==> src/rtl/dlfloat_result_serializer.sv <==
// dlfloat_result_serializer
//   Buffers 16-bit DLFloat16 MAC results in a small FIFO and streams each
//   result out as bytes, low byte first, over an 8-bit valid/ready link.
//   No byte is lost or duplicated under back-pressure.
//
// Ports
//   clk        : system clock, all state on rising edge
//   rst_n      : asynchronous active-low reset
//   res_in     : result word {sign, exp[5:0], mant[8:0]}
//   res_valid  : single-cycle push request for res_in
//   out_byte   : serialized byte (registered)
//   out_valid  : out_byte valid (registered)
//   out_ready  : consumer accepts out_byte when out_valid && out_ready
//   fifo_count : entries held in the FIFO (not counting the word being sent)
//   overflow   : sticky, a result was dropped because the FIFO was full
//   clr_ovf    : synchronous clear of overflow (a new drop wins)
//
// Optional build macro
//   DLF_STATUS_BYTE_EN : append a third status byte to every word,
//                        {4'b1010, ovf_snap, sign, sat, zero}.

module dlfloat_result_serializer #(
    parameter int DEPTH = 4,
    parameter int CW    = $clog2(DEPTH + 1)
) (
    input  logic          clk,
    input  logic          rst_n,
    input  logic [15:0]   res_in,
    input  logic          res_valid,
    output logic [7:0]    out_byte,
    output logic          out_valid,
    input  logic          out_ready,
    output logic [CW-1:0] fifo_count,
    output logic          overflow,
    input  logic          clr_ovf
);

    localparam int PW = (DEPTH > 1) ? $clog2(DEPTH) : 1;

    localparam logic [1:0] S_IDLE = 2'd0;
    localparam logic [1:0] S_LO   = 2'd1;
    localparam logic [1:0] S_HI   = 2'd2;
`ifdef DLF_STATUS_BYTE_EN
    localparam logic [1:0] S_ST   = 2'd3;
`endif

    logic [15:0]   mem [DEPTH];
    logic [PW-1:0] wr_ptr;
    logic [PW-1:0] rd_ptr;
    logic [CW-1:0] count;
    logic [1:0]    state;
    logic [7:0]    hi_byte;
    logic [15:0]   head;
    logic          full;
    logic          has_data;
    logic          push;
    logic          pop;
    logic          word_done;

`ifdef DLF_STATUS_BYTE_EN
    logic [7:0]    status_byte;
    logic          head_zero;
    logic          head_sat;
`endif

    assign head     = mem[rd_ptr];
    assign full     = (count == CW'(DEPTH));
    assign has_data = (count != '0);
    // Full check deliberately uses the registered count: a push that
    // arrives while full is dropped even if a pop frees a slot this cycle.
    assign push     = res_valid && !full;

    // The final byte of a word has been accepted this cycle.
`ifdef DLF_STATUS_BYTE_EN
    assign word_done = out_ready && (state == S_ST);
`else
    assign word_done = out_ready && (state == S_HI);
`endif

    // Loading the head from IDLE or straight after the last byte keeps the
    // stream bubble-free when the FIFO holds more words.
    assign pop = has_data && ((state == S_IDLE) || word_done);

`ifdef DLF_STATUS_BYTE_EN
    assign head_zero = (head == 16'h0000);
    assign head_sat  = (head == 16'hFFFF);
`endif

    // FIFO storage needs no reset; occupancy is tracked by count.
    always_ff @(posedge clk) begin
        if (push) begin
            mem[wr_ptr] <= res_in;
        end
    end

    always_ff @(posedge clk or negedge rst_n) begin
        if (!rst_n) begin
            wr_ptr <= '0;
            rd_ptr <= '0;
            count  <= '0;
        end else begin
            if (push) begin
                wr_ptr <= wr_ptr + 1'b1;
            end
            if (pop) begin
                rd_ptr <= rd_ptr + 1'b1;
            end
            case ({push, pop})
                2'b10:   count <= count + 1'b1;
                2'b01:   count <= count - 1'b1;
                default: count <= count;
            endcase
        end
    end

    always_ff @(posedge clk or negedge rst_n) begin
        if (!rst_n) begin
            overflow <= 1'b0;
        end else if (res_valid && full) begin
            overflow <= 1'b1;
        end else if (clr_ovf) begin
            overflow <= 1'b0;
        end
    end

    always_ff @(posedge clk or negedge rst_n) begin
        if (!rst_n) begin
            state     <= S_IDLE;
            out_byte  <= '0;
            out_valid <= 1'b0;
            hi_byte   <= '0;
`ifdef DLF_STATUS_BYTE_EN
            status_byte <= '0;
`endif
        end else if (pop) begin
            out_byte  <= head[7:0];
            out_valid <= 1'b1;
            hi_byte   <= head[15:8];
            state     <= S_LO;
`ifdef DLF_STATUS_BYTE_EN
            // Status is derived once at load time so it reflects the word
            // and the overflow flag as they were when the word left the FIFO.
            status_byte <= {4'b1010, overflow, head[15] && !head_sat,
                            head_sat, head_zero};
`endif
        end else if (word_done) begin
            out_valid <= 1'b0;
            state     <= S_IDLE;
        end else if (out_ready && (state == S_LO)) begin
            out_byte <= hi_byte;
            state    <= S_HI;
`ifdef DLF_STATUS_BYTE_EN
        end else if (out_ready && (state == S_HI)) begin
            out_byte <= status_byte;
            state    <= S_ST;
`endif
        end
    end

    assign fifo_count = count;

endmodule

==> config.mk <==
export PLATFORM = sky130hd
export DESIGN_NAME = dlfloat_result_serializer
export DESIGN_NICKNAME = d
export VERILOG_FILES = /design/src/rtl/dlfloat_result_serializer.sv
export SDC_FILE = /design/constraint.sdc
export NUM_CORES = 1
export LEC_CHECK = 0
export CORE_MARGIN = 3
export CORE_UTILIZATION = 61
export CTS_CLUSTER_SIZE = 12
export DETAILED_ROUTE_END_ITERATION = 7
export GPL_TIMING_DRIVEN = 0
export PLACE_DENSITY = 0.84
export RECOVER_POWER = 25
export SLEW_MARGIN = 40
export SYNTH_ARGS = -nofsm -noshare
export SYNTH_HDL_FRONTEND = slang
export SYNTH_SLANG_ARGS = --single-unit
==> constraint.sdc <==
create_clock -name clk -period 5.4 [get_ports clk]
set_clock_uncertainty 0.05 [all_clocks]
set_input_delay 0.54 -clock clk [delete_from_list [all_inputs] [get_ports clk]]
set_output_delay 0.54 -clock clk [all_outputs]
set_load 0.05 [all_outputs]
==> flow_metrics.py, run 1 <==
metrics = {
    "logic_synthesis": {
        "async_flop_share": 0.2967,
        "yosysWarnings": 0,
        "synth_area_leaders": "edfxtp_1 53%, dfrtp_1 19%, mux4_1 5.8%, mux2_2 5.3%, mux4_2 5.0%",
        "synth_commonest_cells": "64 x edfxtp_1, 27 x dfrtp_1, 17 x mux2_2",
        "synth.net_count": 203,
        "synth_edf_count": 64,
        "yosysTopAreaCell": "edfxtp_1",
        "synth.top_cell.area_share": 0.5284,
        "synthCells": 176,
        "yosysMostFrequentCell": "edfxtp_1",
        "syn-cell-area_um2": 3637,
        "synth_ff_type": "edfxtp_1",
        "synth-seq-cells": 91,
        "avgSynthCellArea_um2": 20.67,
        "yosysSeqAreaShare": 0.7141,
        "ys_types": 27,
    },
    "worst_hold_path": {
        "hold_path_class": "input port to asynchronous set/reset pin",
    },
    "floorplan": {
        "core_area_um2": 5642,
        "dieArea_um2": 6926,
        "die-height_um": 83.22,
        "pin_count": 34,
        "rows": 27,
        "start_util": 0.6447,
        "die_x_um": 83.22,
    },
    "worst_setup_path": {
        "timing.rr.start": "fifo_count[2]$_DFFE_PN0P_",
        "crit_type": "input port to flop",
        "reg2reg_slack_ns": 2.99,
        "slowest_stage": "clkdlybuf4s50_1",
        "crit_start": "out_ready",
        "timing.rr.end": "fifo_count[2]$_DFFE_PN0P_",
        "cp.arrival_ns": 2.89,
        "crit_chain": "clkdlybuf4s50_1, nor2b_1, nor3_1, buf_2, ha_1, inv_1, fa_1, xor2_1, nor2_1, xor2_1",
        "path_common_cell": "xor2_1",
        "worst-path-max-fanout": 10,
        "critPathTopFamily": "buffers and inverters",
        "critPathCaptureType": "flop",
        "required_ns": 5.63,
        "path_buf_inv": 3,
        "critical-path-max-stage-delay_ns": 0.54,
        "r2r_cells": 9,
        "critPathLaunchType": "input port",
    },
    "routing": {
        "ant_nets": 0,
        "drt-initial-drc-count": 107,
        "drc_errors": 0,
        "wl_per_cell_um": 21.04,
        "drt-total-wl_mm": 6.248,
        "first_pass_iters": 4,
        "post_drt_via_cell_ratio": 5.737,
        "vias": 1704,
    },
    "clocking": {
        "insertion_delay_ns": 0.35,
        "ctsResizeCount": 0,
        "numCtsBuffers": 9,
        "postCtsHoldBufs": 0,
        "cts_setup_buffers": 0,
        "path_clk_slew_ns": 0.09,
        "cts_root_buf": "clkbuf_8",
        "cts_tree": "built",
        "clock_sinks": 91,
        "htreeDepth": 3,
        "cts.path.max_buffers": 2,
    },
    "grt": {
        "grt_antenna_before_repair": 0,
        "grt_max_degree": 28,
        "grtUsageTotal": 0.1974,
        "grt_pass1_vias": 1932,
        "grt_first_pass_wirelength_mm": 10.12,
        "overflow": 0,
    },
    "run": {
        "maxCapViolCount": 0,
    },
    "layout": {
        "synthToLayoutAreaGrowth_pct": 18.85,
        "final_layout_size_suffix_gt1_frac": 0.2578,
        "num_antenna_cells": 0,
        "nNetsFinal": 247,
    },
    "sta": {
        "slew_headroom": 0.03706,
        "finalSetupViolCount": 0,
        "worstMarginPinSlew_ns": 1.444,
        "fin_tns_setup_ns": 0,
        "fin_crit_ns": 2.661,
        "finalWorstSetupSlack_ns": 2.739,
        "maxSlewViolCount": 0,
        "rsz0062_at_grt": "false",
        "fin_crit_sh": 0.4928,
        "fmax_mhz": 375.8,
        "hold_violations": 0,
    },
    "place": {
        "dp_hpwl_mm": 4.137,
        "pre_cts_ws_ns": 2.380,
        "finalWeightedCongestion": 0.7397,
        "portBuffers": 33,
    },
    "power": {
        "cellLeakagePower_nw": 1.615,
        "p_per_area_nw_per_um2": 607.8,
        "ir_worst_vdd_mv": 0.3268,
    },
    "run_status": {
        "outcome": "finished clean",
    },
}
registers in the layout, indices dropped and copies added, names as in the netlist:
signal,count
mem,64
hi_byte,8
out_byte,8
fifo_count,3
rd_ptr,2
state,2
wr_ptr,2
out_valid,1
overflow,1
cell type report:
cell class / instances / area, um2
fillers: 303 / 1319
well taps: 72 / 90.09
multi-input cells: 72 / 968.4
clock buffers: 11 / 141.4
clock inverters: 5 / 125.1
repair buffers: 33 / 324.1
plain buffers: 6 / 50.05
inverters: 7 / 26.28
flip-flops and latches: 91 / 2597
power by group:
group	switching (mW)	internal [mW]
clock network	0.223	0.366
logic	0.517	0.464
registers	0.0940	0.964
stage by stage:
step	cells	cell area (um2)	power, mW	util	hold slack [ns]
finish	297	4323	2.627	0.7662	0.4566
global route	297	4323	2.749	0.7662	0.4941
CTS	297	4319	2.648	0.7656	0.1456
detailed placement	281	4053	2.058	0.7183	0.4428
global placement	281	4058	1.991	0.7192	0.4099
floorplan	176	3637	1.765	-	0.1944
cell usage in the layout, fill, tap and decap left out, types with 2 or more instances in the layout:
master and n:
mux4_2 8, buf_2 3, bufinv_16 4, and2_2 4, mux2_4 8, clkbuf_8 10, a21o_1 3, ha_1 5
inv_1 7, xnor2_1 2, mux4_1 8, dlygate4sd3_1 7, nor2_1 2, clkbuf_1 3, dfrtp_1 27, clkdlybuf4s50_1 25
edfxtp_1 64, xor2_1 4, mux2_2 17, nor3_1 2
cell families (layout without fill, tap and decap cells):
family	after synthesis	count (layout)	synth area share
flops	91	91	0.7141
compound gates	5	5	0.009631
fa+ha+maj	6	6	0.02270
xor+xnor	6	6	0.01445
simple gates	13	13	0.02236
buf+inv	13	62	0.02098
mux	42	42	0.1957
routing by layer:
metal	vias to the layer above	wire length, um	GRT usage
met4	0	61	0.05349
met5	-	0	0
met3	9	252	0.05853
met2	39	3572	0.3695
met1	880	2362	0.2162
li1	776	-	-
worst max-delay path by stage:
stage                                      to  slack [ns]  cells after the start
floorplan           fifo_count[2]$_DFFE_PN0P_        2.98                      9
global placement    fifo_count[2]$_DFFE_PN0P_        2.57                     10
detailed placement  fifo_count[2]$_DFFE_PN0P_        2.38                     10
CTS                 fifo_count[2]$_DFFE_PN0P_        2.73                     10
global route        fifo_count[2]$_DFFE_PN0P_        2.63                     10
finish              fifo_count[2]$_DFFE_PN0P_        2.74                     10
No activity file was read; power rests on OpenSTA's default activity.
==> run 2: changes to the inputs <==
--- a/config.mk
+++ b/config.mk
@@ -6,11 +6,11 @@
 export NUM_CORES = 1
 export LEC_CHECK = 0
 export CORE_MARGIN = 3
-export CORE_UTILIZATION = 61
+export CORE_UTILIZATION = 51
 export CTS_CLUSTER_SIZE = 12
 export DETAILED_ROUTE_END_ITERATION = 7
 export GPL_TIMING_DRIVEN = 0
-export PLACE_DENSITY = 0.84
+export PLACE_DENSITY = 0.75
 export RECOVER_POWER = 25
 export SLEW_MARGIN = 40
 export SYNTH_ARGS = -nofsm -noshare
==> constraint.sdc (replaced) <==
create_clock -name clk -period 2.4 [get_ports clk]
set_clock_uncertainty 0.05 [all_clocks]
set_input_delay 0.24 -clock clk [delete_from_list [all_inputs] [get_ports clk]]
set_output_delay 0.24 -clock clk [all_outputs]
set_load 0.05 [all_outputs]
==> run 2 against run 1 <==
  * Critical path type is now flop to flop
  * Die area is 18% higher
  * Global-route usage is 4.3 points lower
  * Worst hold slack worse by 0.086 ns
  * Via count is 0.18% lower
  * Largest cell class unchanged
  * Combinational power is 120% higher
  * Sequential cell count stayed put
==> flow_metrics.py, run 2 (same netlist as run 1, synthesis figures left out) <==
metrics = {
    "run_status": {
        "outcome": "finished clean",
    },
    "sta": {
        "finalSetupViolCount": 0,
        "worstMarginPinSlew_ns": 0.6110,
        "hold_violations": 0,
        "fmax_mhz": 459.0,
        "fin_crit_ns": 2.179,
        "maxSlewViolCount": 0,
        "fin_crit_sh": 0.9079,
        "slew_headroom": 0.5927,
        "rsz0062_at_grt": "false",
    },
    "clocking": {
        "insertion_delay_ns": 0.35,
        "cts_root_buf": "clkbuf_8",
        "cts_tree": "built",
        "numCtsBuffers": 9,
        "clock_sinks": 91,
        "path_clk_slew_ns": 0.09,
        "cts_setup_buffers": 0,
        "cts.path.max_buffers": 2,
        "htreeDepth": 3,
    },
    "routing": {
        "met1Wirelength_mm": 2.605,
        "post_drt_via_cell_ratio": 5.266,
        "drc_errors": 0,
        "first_pass_iters": 4,
        "ant_nets": 0,
        "drt-total-wl_mm": 5.790,
        "vias": 1701,
        "routed-wl-met2_mm": 2.869,
        "wl_per_cell_um": 17.93,
        "drt-initial-drc-count": 87,
        "highest_layer": "met4",
        "wl_met3_um": 205,
    },
    "grt": {
        "overflow": 0,
        "grt_max_degree": 28,
        "grt_pass1_vias": 1718,
        "grt_antenna_before_repair": 0,
        "grt_first_pass_wirelength_mm": 9.370,
        "grtUsageTotal": 0.1542,
    },
    "power": {
        "power_frac_seq": 0.427,
        "ir_worst_vdd_mv": 0.4762,
        "clock_power_share": 0.182,
        "p_sw_frac": 0.3276,
        "combPwrFrac": 0.391,
        "p_per_area_nw_per_um2": 1286,
        "cellLeakagePower_nw": 1.589,
        "p_int_mw": 3.724,
        "p_sw_mw": 1.814,
        "finalPower_mw": 5.538,
    },
    "layout": {
        "reg.largest.list": "mem x64, hi_byte x8, out_byte x8",
        "top_register": "mem",
        "final_layout_size_suffix_gt1_frac": 0.2555,
        "nNetsFinal": 249,
        "num_antenna_cells": 0,
        "final_cells": 323,
        "final_common_cell": "edfxtp_1",
        "final_area_um2": 4307,
        "nFillCells": 504,
        "largest_reg_flops": 64,
        "layout_common_cells": "64 x edfxtp_1, 26 x dfrtp_1, 19 x clkdlybuf4s50_1",
        "synthToLayoutAreaGrowth_pct": 18.40,
    },
    "floorplan": {
        "pin_count": 34,
        "rows": 30,
        "dieArea_um2": 8181,
        "start_util": 0.5295,
        "die-height_um": 90.45,
        "die_x_um": 90.45,
        "core_area_um2": 6869,
    },
    "place": {
        "dpl_cell_area_um2": 4098,
        "portBuffers": 33,
        "dp_hpwl_mm": 3.689,
        "place_inst": 306,
        "finalWeightedCongestion": 0.6775,
    },
    "worst_setup_path": {
        "crit_type": "flop to flop",
        "critPathLaunchType": "flop",
        "required_ns": 2.63,
        "critPathCaptureType": "flop",
        "worst-path-max-fanout": 10,
        "cp.arrival_ns": 2.41,
    },
    "worst_hold_path": {
        "hold_path_class": "input port to asynchronous set/reset pin",
    },
    "run": {
        "maxCapViolCount": 0,
    },
}
[run 2: changes by cell type in the layout (fill, tap and decap cells not counted)]
cell,delta
dlygate4sd3_1,+7
clkdlybuf4s50_1,-6
bufinv_16,-3
clkinv_1,+2
and2_1,+1
and2_2,-1
buf_4,+1
buf_6,+1
clkbuf_1,-1
clkinv_2,-1
clkinv_4,+1
clkinvlp_4,+1
dfrtp_1,-1
dfrtp_2,+1
[run 2: cell type report]
cell class | instances | area, um2 | area share
sequential | 91 | 2599 | 0.6034
timing repair buffer | 35 | 346.6 | 0.08048
tap | 96 | 120.1 | 0.02789
clock buffer | 11 | 141.4 | 0.03283
buffer | 6 | 52.55 | 0.01220
clock inverter | 5 | 53.80 | 0.01249
inverter | 7 | 26.28 | 0.006101
multi-input combinational | 72 | 967.2 | 0.2246
[run 2: worst paths after layout]
check / from / endpoint / slack (ns) / cells after the start
min in group clk: clr_ovf / overflow$_DFFE_PN0P_ / 0.40 / 2
min: rst_n / overflow$_DFFE_PN0P_ / 0.37 / 2
min reg2reg: out_valid$_DFFE_PN0N_ / out_valid$_DFFE_PN0N_ / 0.43 / 1
max reg2reg: fifo_count[2]$_DFFE_PN0P_ / fifo_count[2]$_DFFE_PN0P_ / 0.22 / 9
max in group asynchronous: rst_n / fifo_count[0]$_DFFE_PN0P_ / 1.49 / 2
max: fifo_count[2]$_DFFE_PN0P_ / fifo_count[2]$_DFFE_PN0P_ / 0.22 / 9
[run 2: timing repair]
item / 4_1_cts / 5_1_grt
hold buffers: 1 / 0
endpoints found under the setup margin: 0 / 1
endpoints found under the hold margin: 27 / 0
resized for setup: 0 / 2
[run 2: power by group through the flow]
stage / clock (mW) / sequential (mW) / combinational, mW
2_1_floorplan: 0 / 2.73 / 1.24
3_3_place_gp: 0 / 2.39 / 2.13
3_5_place_dp: 0 / 2.41 / 2.20
4_1_cts: 1.03 / 2.37 / 2.20
5_1_grt: 1.10 / 2.41 / 2.32
6_report: 1.01 / 2.36 / 2.17
[run 2: worst max-delay path, stage by stage, from the launching register on]
cell and delay (ns):
dfrtp_1 0.43, nor3_1 0.10, nor3_1 0.23, buf_4 0.26
ha_1 0.21, inv_1 0.06, fa_1 0.37, xor2_1 0.15
nor2_1 0.10, xor2_1 0.15
[run 2: stage by stage]
stage | setup WS [ns] | util | hold slack [ns] | setup TNS (ns)
floorplan | 0.009055 | - | -0.1056 | 0
global placement | -0.1536 | 0.5953 | 0.4118 | -2.142
detailed placement | -0.2205 | 0.5965 | 0.2389 | -0.9220
CTS | 0.1105 | 0.6264 | 0.3888 | 0
global route | 0.01839 | 0.6270 | 0.4080 | 0
finish | 0.2211 | 0.6270 | 0.3703 | 0
[run 2: routing by layer]
| layer | vias to the layer above | track usage |
|---|---|---|
| met2 | 36 | 0.2421 |
| met5 | - | 0 |
| met4 | 0 | 0.06888 |
| met3 | 11 | 0.03167 |
| met1 | 873 | 0.2105 |
| li1 | 781 | - |
